===== config.mk =====
export PLATFORM = sky130hd
export DESIGN_NAME = wall_datapath_flat
export DESIGN_NICKNAME = d
export VERILOG_FILES = /design/src/rtl/wall_if.sv /design/src/rtl/wall_datapath.sv /design/src/flat_wrapper.sv
export SDC_FILE = /design/constraint.sdc
export NUM_CORES = 1
export LEC_CHECK = 0
export CORE_MARGIN = 2
export CORE_UTILIZATION = 46
export DETAILED_ROUTE_END_ITERATION = 12
export GPL_TIMING_DRIVEN = 0
export HOLD_SLACK_MARGIN = 0.08
export PLACE_DENSITY = 0.7
export SLEW_MARGIN = 10
export SYNTH_ARGS = -nofsm -noshare
export SYNTH_HDL_FRONTEND = slang
export SYNTH_SLANG_ARGS = --single-unit

===== constraint.sdc =====
create_clock -name clk -period 5.93 [get_ports clk]
set_input_delay 1.186 -clock clk [delete_from_list [all_inputs] [get_ports clk]]
set_output_delay 1.186 -clock clk [all_outputs]
set_load 0.005 [all_outputs]

===== src/rtl/wall_if.sv =====
// -----------------------------------------------------------------------------
// wall_if
// Purpose : bundles the wall datapath's control handshake (from the wall
//           control FSM), the player position and the VGA plot bus.
// Signals : start, move          control FSM -> datapath
//           player_x, player_y   player pixel position -> datapath
//           touched              datapath -> control FSM, one-cycle pulse
//           x, y, colour, plot   datapath -> VGA adapter
//           wall_x               current left column of the wall
//           score                only when WALL_SCORE_EN is defined
// Modports: master drives the inputs of the datapath, slave is the datapath.
// -----------------------------------------------------------------------------
`timescale 1ns/1ps

interface wall_if;
    logic       start;
    logic       move;
    logic [7:0] player_x;
    logic [6:0] player_y;
    logic       touched;
    logic [7:0] x;
    logic [6:0] y;
    logic [2:0] colour;
    logic       plot;
    logic [7:0] wall_x;
`ifdef WALL_SCORE_EN
    logic [7:0] score;
`endif

    modport master (
        output start, move, player_x, player_y,
        input  touched, x, y, colour, plot, wall_x
`ifdef WALL_SCORE_EN
        , input score
`endif
    );

    modport slave (
        input  start, move, player_x, player_y,
        output touched, x, y, colour, plot, wall_x
`ifdef WALL_SCORE_EN
        , output score
`endif
    );
endinterface


===== src/rtl/wall_datapath.sv =====
// -----------------------------------------------------------------------------
// wall_datapath
// Purpose : positions the wall, steps it left once per frame tick and
//           erases/redraws it through the VGA plot bus. Pulses touched when
//           the wall leaves the screen on the left or hits the player.
// Ports   : clk     system clock, rising edge
//           resetn  asynchronous active-low reset
//           bus     wall_if.slave (start/move/player in, touched/VGA/wall_x out)
// Options : WALL_SCORE_EN adds a saturating 8-bit score that counts walls
//           cleared without a collision (bus.score).
// -----------------------------------------------------------------------------
`timescale 1ns/1ps

module wall_datapath #(
    parameter int         SCREEN_W    = 160,
    parameter int         SCREEN_H    = 120,
    parameter int         WALL_W      = 4,
    parameter int         GAP_H       = 32,
    parameter int         FRAME_DIV   = 833334,
    parameter logic [2:0] WALL_COLOUR = 3'b010
) (
    input  logic  clk,
    input  logic  resetn,
    wall_if.slave bus
);

    localparam int FW = (FRAME_DIV > 1) ? $clog2(FRAME_DIV) : 1;
    localparam int CW = (WALL_W    > 1) ? $clog2(WALL_W)    : 1;
    localparam int RW = (SCREEN_H  > 1) ? $clog2(SCREEN_H)  : 1;

    localparam logic [FW-1:0] FRAME_LAST = FW'(FRAME_DIV - 1);
    localparam logic [CW-1:0] COL_LAST   = CW'(WALL_W - 1);
    localparam logic [RW-1:0] ROW_LAST   = RW'(SCREEN_H - 1);
    localparam logic [6:0]    GAP_LIM    = 7'(SCREEN_H - GAP_H);
    localparam logic [7:0]    X_START    = 8'(SCREEN_W - WALL_W);

    typedef enum logic [2:0] {
        S_IDLE, S_INIT, S_ERASE, S_STEP, S_DRAW, S_CHECK, S_WAIT
    } state_t;

    state_t        r_state, w_next;
    logic [FW-1:0] r_frame;
    logic          r_tick_pend;
    logic [6:0]    r_lfsr;
    logic [6:0]    r_gap_y;
    logic [7:0]    r_wall_x;
    logic [CW-1:0] r_col;
    logic [RW-1:0] r_row;
    logic [7:0]    r_x_last;
    logic [6:0]    r_y_last;

    logic       w_tick, w_go, w_scan, w_scan_last, w_at_edge;
    logic [7:0] w_scan_x, w_gap_hi, w_wall_r;
    logic [6:0] w_scan_y;
    logic       w_row_in_gap, w_py_in_gap, w_px_hit, w_collide;
    logic       w_plot, w_touched;
    logic [2:0] w_colour;

    assign w_tick      = (r_frame == FRAME_LAST);
    assign w_go        = bus.move && (w_tick || r_tick_pend);
    assign w_scan      = (r_state == S_ERASE) || (r_state == S_DRAW);
    assign w_scan_last = (r_col == COL_LAST) && (r_row == ROW_LAST);
    assign w_at_edge   = (r_wall_x == 8'd0);

    assign w_scan_x = r_wall_x + 8'(r_col);
    assign w_scan_y = 7'(r_row);

    // Gap upper bound is formed one bit wider so a gap near the bottom of a
    // 7-bit row range cannot wrap around.
    assign w_gap_hi     = {1'b0, r_gap_y} + 8'(GAP_H - 1);
    assign w_row_in_gap = (w_scan_y >= r_gap_y) && ({1'b0, w_scan_y} <= w_gap_hi);
    assign w_py_in_gap  = (bus.player_y >= r_gap_y) && ({1'b0, bus.player_y} <= w_gap_hi);
    assign w_wall_r     = r_wall_x + 8'(WALL_W - 1);
    assign w_px_hit     = (bus.player_x >= r_wall_x) && (bus.player_x <= w_wall_r);
    assign w_collide    = w_px_hit && !w_py_in_gap;

    // State register
    always_ff @(posedge clk or negedge resetn) begin
        if (!resetn) r_state <= S_IDLE;
        else         r_state <= w_next;
    end

    // Next-state logic
    always_comb begin
        w_next = r_state;
        case (r_state)
            S_IDLE:  if (bus.start) w_next = S_INIT;
            S_INIT:  w_next = S_DRAW;
            S_WAIT:  if (bus.start) w_next = S_INIT;
                     else if (w_go) w_next = S_ERASE;
            S_ERASE: if (w_scan_last) w_next = w_at_edge ? S_IDLE : S_STEP;
            S_STEP:  w_next = S_DRAW;
            S_DRAW:  if (w_scan_last) w_next = S_CHECK;
            S_CHECK: w_next = w_collide ? S_IDLE : S_WAIT;
            default: w_next = S_IDLE;
        endcase
    end

    // Output logic
    always_comb begin
        w_plot    = 1'b0;
        w_colour  = 3'b000;
        w_touched = 1'b0;
        case (r_state)
            S_ERASE: begin
                w_plot    = 1'b1;
                w_touched = w_scan_last && w_at_edge;
            end
            S_DRAW: begin
                w_plot   = !w_row_in_gap;
                w_colour = w_row_in_gap ? 3'b000 : WALL_COLOUR;
            end
            S_CHECK: w_touched = w_collide;
            default: ;
        endcase
    end

    assign bus.plot    = w_plot;
    assign bus.colour  = w_colour;
    assign bus.touched = w_touched;
    assign bus.x       = w_plot ? w_scan_x : r_x_last;
    assign bus.y       = w_plot ? w_scan_y : r_y_last;
    assign bus.wall_x  = r_wall_x;

    // Datapath registers: frame timer, tick latch, LFSR, wall position, scan
    always_ff @(posedge clk or negedge resetn) begin
        if (!resetn) begin
            r_frame     <= '0;
            r_tick_pend <= 1'b0;
            r_lfsr      <= 7'h5A;
            r_gap_y     <= '0;
            r_wall_x    <= '0;
            r_col       <= '0;
            r_row       <= '0;
            r_x_last    <= '0;
            r_y_last    <= '0;
        end else begin
            r_frame <= w_tick ? '0 : r_frame + FW'(1);
            r_lfsr  <= {r_lfsr[5:0], r_lfsr[6] ^ r_lfsr[5]};

            // A consumed tick clears the latch; only one tick is ever held
            // while a scan is busy.
            if (r_state == S_WAIT && !bus.start && w_go)
                r_tick_pend <= 1'b0;
            else if (w_tick && w_scan)
                r_tick_pend <= 1'b1;

            if (r_state == S_INIT) begin
                r_wall_x <= X_START;
                r_gap_y  <= (r_lfsr > GAP_LIM) ? (r_lfsr - GAP_LIM) : r_lfsr;
            end else if (r_state == S_STEP && !w_at_edge) begin
                r_wall_x <= r_wall_x - 8'd1;
            end

            // Row-major inside each column; counters rest at zero between scans
            if (w_scan) begin
                if (r_row == ROW_LAST) begin
                    r_row <= '0;
                    r_col <= (r_col == COL_LAST) ? '0 : r_col + CW'(1);
                end else begin
                    r_row <= r_row + RW'(1);
                end
            end else begin
                r_row <= '0;
                r_col <= '0;
            end

            if (w_plot) begin
                r_x_last <= w_scan_x;
                r_y_last <= w_scan_y;
            end
        end
    end

`ifdef WALL_SCORE_EN
    logic [7:0] r_score;

    always_ff @(posedge clk or negedge resetn) begin
        if (!resetn)
            r_score <= '0;
        else if (r_state == S_ERASE && w_scan_last && w_at_edge && r_score != 8'hFF)
            r_score <= r_score + 8'd1;
    end

    assign bus.score = r_score;
`endif

endmodule


===== src/flat_wrapper.sv =====
// flat-port wrapper written by rule: the top's interface ports become plain ports
module wall_datapath_flat 
#(
    parameter int         SCREEN_W    = 160,
    parameter int         SCREEN_H    = 120,
    parameter int         WALL_W      = 4,
    parameter int         GAP_H       = 32,
    parameter int         FRAME_DIV   = 833334,
    parameter logic [2:0] WALL_COLOUR = 3'b010
)
  (clk, resetn, bus_start, bus_move, bus_player_x, bus_player_y, bus_touched, bus_x, bus_y, bus_colour, bus_plot, bus_wall_x);
  wall_if bus_i ();
  input  logic clk;
  input  logic resetn;
  input wire logic [$bits(bus_i.start)-1:0] bus_start;
  input wire logic [$bits(bus_i.move)-1:0] bus_move;
  input wire logic [$bits(bus_i.player_x)-1:0] bus_player_x;
  input wire logic [$bits(bus_i.player_y)-1:0] bus_player_y;
  output wire logic [$bits(bus_i.touched)-1:0] bus_touched;
  output wire logic [$bits(bus_i.x)-1:0] bus_x;
  output wire logic [$bits(bus_i.y)-1:0] bus_y;
  output wire logic [$bits(bus_i.colour)-1:0] bus_colour;
  output wire logic [$bits(bus_i.plot)-1:0] bus_plot;
  output wire logic [$bits(bus_i.wall_x)-1:0] bus_wall_x;
  assign bus_i.start = bus_start;
  assign bus_i.move = bus_move;
  assign bus_i.player_x = bus_player_x;
  assign bus_i.player_y = bus_player_y;
  assign bus_touched = bus_i.touched;
  assign bus_x = bus_i.x;
  assign bus_y = bus_i.y;
  assign bus_colour = bus_i.colour;
  assign bus_plot = bus_i.plot;
  assign bus_wall_x = bus_i.wall_x;
  wall_datapath #(.SCREEN_W(SCREEN_W), .SCREEN_H(SCREEN_H), .WALL_W(WALL_W), .GAP_H(GAP_H), .FRAME_DIV(FRAME_DIV), .WALL_COLOUR(WALL_COLOUR)) u_core (.clk(clk), .resetn(resetn), .bus(bus_i));
endmodule

==> results.ini, run 1 <==
[run_status]
status=finished clean

[synthesis]
synth_top_area_frac=0.360
synth.distinct_cells=59
synth-seq-cells=70
yosys.area.top_type=dfrtp_1
synth_edf_count=0
synthArstFlopShare=1.00
syn-cell-area_sq_um=4590
ys.warnings.count=0
synth_flop_cell=dfrtp_1
ys_seq_area_frac=0.383
syn_avg_cell_area_sq_um=9.79
post_synth_main_area_contributors=dfrtp_1 36%, ha_1 15%, xnor2_1 5.9%
synth_cells=469

[cells_and_area]
synthToLayoutAreaGrowth_pct=17.7
nets=601
diodes=0
instances_no_fill=664
num-fill-cells=889
mostFrequentLayoutCells=66 x dfrtp_1, 55 x ha_1, 51 x nor2_1
final_common_cell=dfrtp_1
postLayoutCellArea_sq_um=5400
utilization=0.555
layout-drive-gt1-share=0.0960

[floorplanning]
die_area_sq_um=10800
fp.dieW_um=104
start_util=0.472
die-height_um=104
row_count=36
ios=47
coreArea_sq_um=9730

[global_routing]
overflow=0
antenna_found_initial=0
grt_pass1_wl_um=17300
grt_usage=0.198
grt_pass1_vias=3720
grt_max_degree=62

[routing]
wl_per_cell_um=15.1
first_iter_violations=150
firstDrtPassIters=5
viasPerCell=5.45
via_count=3619
drtAntennaViolNets=0
drc=0
drt_wl_total_um=10000

[sta]
setup_viol=0
rsz0062_at_grt=no
max_slew_margin=0.513
min_period_over_period=0.872
hold_viol=0
timing.fmax_ghz=0.193
finalSetupTns_ns=0
period_minus_slack_ns=5.17
worstMarginPinSlew_ns=0.725
fin_skew_ns=0.00880
slew_viol_final=0

[power]
vdd_drop_max_mv=0.155
leakagePower_uw=0.00242
power_uw=1990
p_per_area_nw_per_um2=369

[clock_network]
cts_max_level=3
postCtsSetupBuffers=0
cts.repair.resized=0
ctsRootBufferMaster=clkbuf_8
worstSkewPairLatency_ns=0.36
cts_sinks=70
cts_buffer_depth=2
tritoncts=yes
cts_made_buffers=9
clkTransAtPathRegs_ns=0.08
cts.hold.buffers_added=0

[place]
gp_congestion=0.837
io_buffers=44
dpl.cell_count=648
postPlaceCellArea_sq_um=5230
dpl.hpwl_um=7670

[critical_path]
crit_fanout=10
crit_path_end_kind=primary output
crit_type=reg2out
start_kind=flop
required_ns=4.74
cp.arrival_ns=3.98

[job]
maxCapViolCount=0

[hold_path]
hold_class=reg2reg

==> kinds of logic (layout without fill, tap and decap cells) <==
logic type | Yosys count | in the layout | synth area share
muxes | 19 | 19 | 0.0523
adders and majority gates | 56 | 56 | 0.154
xor gates and xnor gates | 43 | 43 | 0.0820
buffers and inverters | 45 | 106 | 0.0414
DFF | 70 | 70 | 0.383
and+or+nand+nor | 149 | 149 | 0.163
AOI/OAI and AO/OA | 86 | 86 | 0.123
other | 1 | 2 | 0.000817
==> report_power, final <==
group | total [uW] | leakage, uW | switching [uW] | internal, uW
Clock | 347 | 0.0000857 | 184 | 163
Combinational | 1020 | 0.00144 | 534 | 483
Sequential | 628 | 0.000892 | 73.8 | 554
Total | 1990 | 0.00242 | 792 | 1200
==> metrics by stage <==
stage	setup WS [ns]	hold WS, ns
floorplan	1.94	0.366
global placement	0.851	0.385
detailed placement	0.807	0.392
CTS	0.711	0.410
global route	0.490	0.419
finish	0.759	0.408
==> metal layers <==
layer | share of wire | wire (um) | global-route usage | vias up
met3 | 0.046 | 459 | 0.0589 | 13
met4 | 0.017 | 172 | 0.0541 | 0
met5 | 0 | 0 | 0 | -
met1 | 0.46 | 4660 | 0.250 | 1759
li1 | - | - | - | 1772
met2 | 0.47 | 4750 | 0.330 | 75
==> critical path: stages (launching register included) <==
cell,delay (ns)
dfrtp_1,0.44
inv_1,0.15
ha_1,0.20
nand2_1,0.08
o21ai_0,0.20
xnor2_1,0.19
ha_1,0.30
and3_2,0.20
a221oi_2,0.19
o21ai_1,0.11
a221oi_2,0.41
a21oi_4,0.17
buf_6,0.20
mux2_4,0.31
clkdlybuf4s50_1,0.45
==> area by class of cell <==
cell class | instances | area [sq um] | area share
Multi-Input combinational cell | 355 | 2650 | 0.490
Clock inverter | 5 | 33.8 | 0.00625
Timing Repair Buffer | 45 | 465 | 0.0862
Buffer | 14 | 73.8 | 0.0137
Tap cell | 133 | 166 | 0.0308
Sequential cell | 70 | 1760 | 0.325
Clock buffer | 11 | 141 | 0.0262
Inverter | 31 | 116 | 0.0215
==> cells in the mapped netlist, types with 4 or more instances <==
master / number
inv_1: 31
nor2_1: 51
ha_1: 55
nor3_1: 6
o21ai_0: 21
dfstp_2: 4
clkbuf_1: 8
a21oi_1: 24
and4_1: 4
a31oi_1: 5
nor2b_1: 4
nand3_1: 12
a21o_1: 5
nand4_1: 14
a211oi_1: 5
mux2_4: 8
dfrtp_1: 66
nor4_1: 4
mux2_2: 8
and3_1: 4
nand2_1: 29
xnor2_1: 31
xor2_1: 12
nand2b_1: 6
==> worst paths after layout <==
kind,from,to,slack (ns),depth (start not counted)
worst min-delay path,u_core.r_lfsr[1],u_core.r_lfsr[2],0.41,0
max in group asynchronous,resetn,u_core.r_lfsr[6],4.72,2
worst max register to register,u_core.r_gap_y[0],u_core.r_x_last[0],2.63,13
worst max-delay path,u_core.r_gap_y[0],bus_y[4],0.76,14
worst min register to register,u_core.r_lfsr[1],u_core.r_lfsr[2],0.41,0
min in group asynchronous,resetn,u_core.r_gap_y[3],0.66,1
==> state kept, by name, summed over array words and instances (netlist names) <==
register	cells
u_core.r_frame	20
u_core.bus.wall_x	8
u_core.r_x_last	8
u_core.r_gap_y	7
u_core.r_lfsr	7
u_core.r_row	7
u_core.r_y_last	7
u_core.r_state	3
u_core.r_col	2
u_core.r_tick_pend	1
Power figures use the tool's default switching activity.
==> run 2: changes to the inputs <==
--- a/config.mk
+++ b/config.mk
@@ -15,3 +15,4 @@
 export SYNTH_ARGS = -nofsm -noshare
 export SYNTH_HDL_FRONTEND = slang
 export SYNTH_SLANG_ARGS = --single-unit
+export TNS_END_PERCENT = 30
==> results of run 2 <==
Same layout as run 1: the final DEF is identical, and so are final timing and power.
==> run 3: changes to the inputs <==
--- a/config.mk
+++ b/config.mk
@@ -7,6 +7,7 @@
 export LEC_CHECK = 0
 export CORE_MARGIN = 2
 export CORE_UTILIZATION = 46
+export CTS_BUF_LIST = sky130_fd_sc_hd__clkbuf_16
 export DETAILED_ROUTE_END_ITERATION = 12
 export GPL_TIMING_DRIVEN = 0
 export HOLD_SLACK_MARGIN = 0.08
==> results.ini, run 3 (synthesis gave the netlist of run 1 again) <==
[clock_network]
cts.repair.resized=0
tritoncts=yes
cts_sinks=70
cts_made_buffers=9
worstSkewPairLatency_ns=0.34
ctsRootBufferMaster=clkbuf_16
clkTransAtPathRegs_ns=0.06
cts.hold.buffers_added=0
postCtsSetupBuffers=0
cts_max_level=3
cts_buffer_depth=2

[sta]
min_period_over_period=0.869
rsz0062_at_grt=no
hold_viol=0
setup_viol=0
finalSetupTns_ns=0
worstMarginPinSlew_ns=0.735
period_minus_slack_ns=5.15
timing.fmax_ghz=0.194
fin_skew_ns=0.00806
max_slew_margin=0.506
slew_viol_final=0

[global_routing]
grt_usage=0.201
overflow=0
grt_pass1_wl_um=17400
grt_pass1_vias=3735
antenna_found_initial=0
grt_max_degree=62

[run_status]
status=finished clean

[critical_path]
crit_path_end_kind=primary output
cp.arrival_ns=3.97
start_kind=input port
crit_type=in2out
crit_fanout=3
required_ns=4.74

[hold_path]
hold_class=reg2reg

[floorplanning]
die_area_sq_um=10800
die-height_um=104
start_util=0.472
row_count=36
coreArea_sq_um=9730
fp.dieW_um=104
ios=47

[routing]
wl_per_cell_um=15.2
first_iter_violations=161
firstDrtPassIters=5
drc=0
via_count=3629
drt_wl_total_um=10100
viasPerCell=5.47
drtAntennaViolNets=0

[power]
leakagePower_uw=0.00246
vdd_drop_max_mv=0.176
p_per_area_nw_per_um2=387

[cells_and_area]
utilization=0.565
final_common_cell=dfrtp_1
largest_register_ffs=20
mostFrequentLayoutCells=66 x dfrtp_1, 55 x ha_1, 51 x nor2_1
top_register=u_core.r_frame
synthToLayoutAreaGrowth_pct=19.6
diodes=0
nets=601
layout-drive-gt1-share=0.0942

[place]
dpl.hpwl_um=7670
io_buffers=44
gp_congestion=0.837

[job]
maxCapViolCount=0

==> run 3: changes by cell type in the layout (fill, tap and decap cells not counted), sizes merged <==
cell	delta
clkinv	+1
inv	+1
clkbuf	-2
==> run 3: worst max-delay path, stage by stage <==
cell and delay [ns]:
clkdlybuf4s50_1 0.45, inv_1 0.06, ha_1 0.29, a21boi_0 0.18, o21ai_0 0.11, a2111oi_0 0.38, a2111oi_0 0.12, a221o_1 0.36
o21ai_0 0.28, clkdlybuf4s50_1 0.55
==> run 3: cell type report <==
type,instances,area [sq um]
timing repair buffer,45,465
clock inverter,7,41.3
fill,877,4240
sequential,70,1760
clock buffer,9,225
buffer,14,73.8
multi-input combinational,355,2650
tap,133,166
inverter,31,116
==> run 3: power by group <==
group	switching, uW	internal (uW)
Clock	200	279
Combinational	534	483
Sequential	73.7	555
Total	807	1320
==> run 3: worst paths after layout <==
kind	from	to	cells after the start	slack (ns)
min reg2reg	u_core.r_lfsr[1]	u_core.r_lfsr[2]	0	0.41
max reg2reg	u_core.r_gap_y[0]	u_core.r_x_last[0]	13	2.64
min	u_core.r_lfsr[1]	u_core.r_lfsr[2]	0	0.41
max in group asynchronous	resetn	u_core.r_lfsr[6]	2	4.69
min in group asynchronous	resetn	u_core.r_gap_y[0]	1	0.68
max	bus_player_x[0]	bus_touched	10	0.78
==> run 3: metal layers <==
metal	share of wire	global-route usage	up-vias
met3	0.050	0.0702	14
li1	-	-	1774
met4	0.017	0.0589	0
met5	0	0	-
met2	0.48	0.332	80
met1	0.46	0.249	1761
==> run 3: per-stage QoR <==
| stage | power (uW) | std cells | setup slack [ns] | instance area (sq um) | hold slack, ns |
|---|---|---|---|---|---|
| final | 2120 | 664 | 0.777 | 5490 | 0.408 |
| after global routing | 2300 | 664 | 0.513 | 5490 | 0.415 |
| after CTS | 2150 | 664 | 0.744 | 5490 | 0.406 |
| after detailed placement | 1650 | 648 | 0.807 | 5230 | 0.392 |
| after global placement | 1620 | 647 | 0.851 | 5200 | 0.385 |
| after floorplan | 1300 | 470 | 1.94 | 4600 | 0.366 |
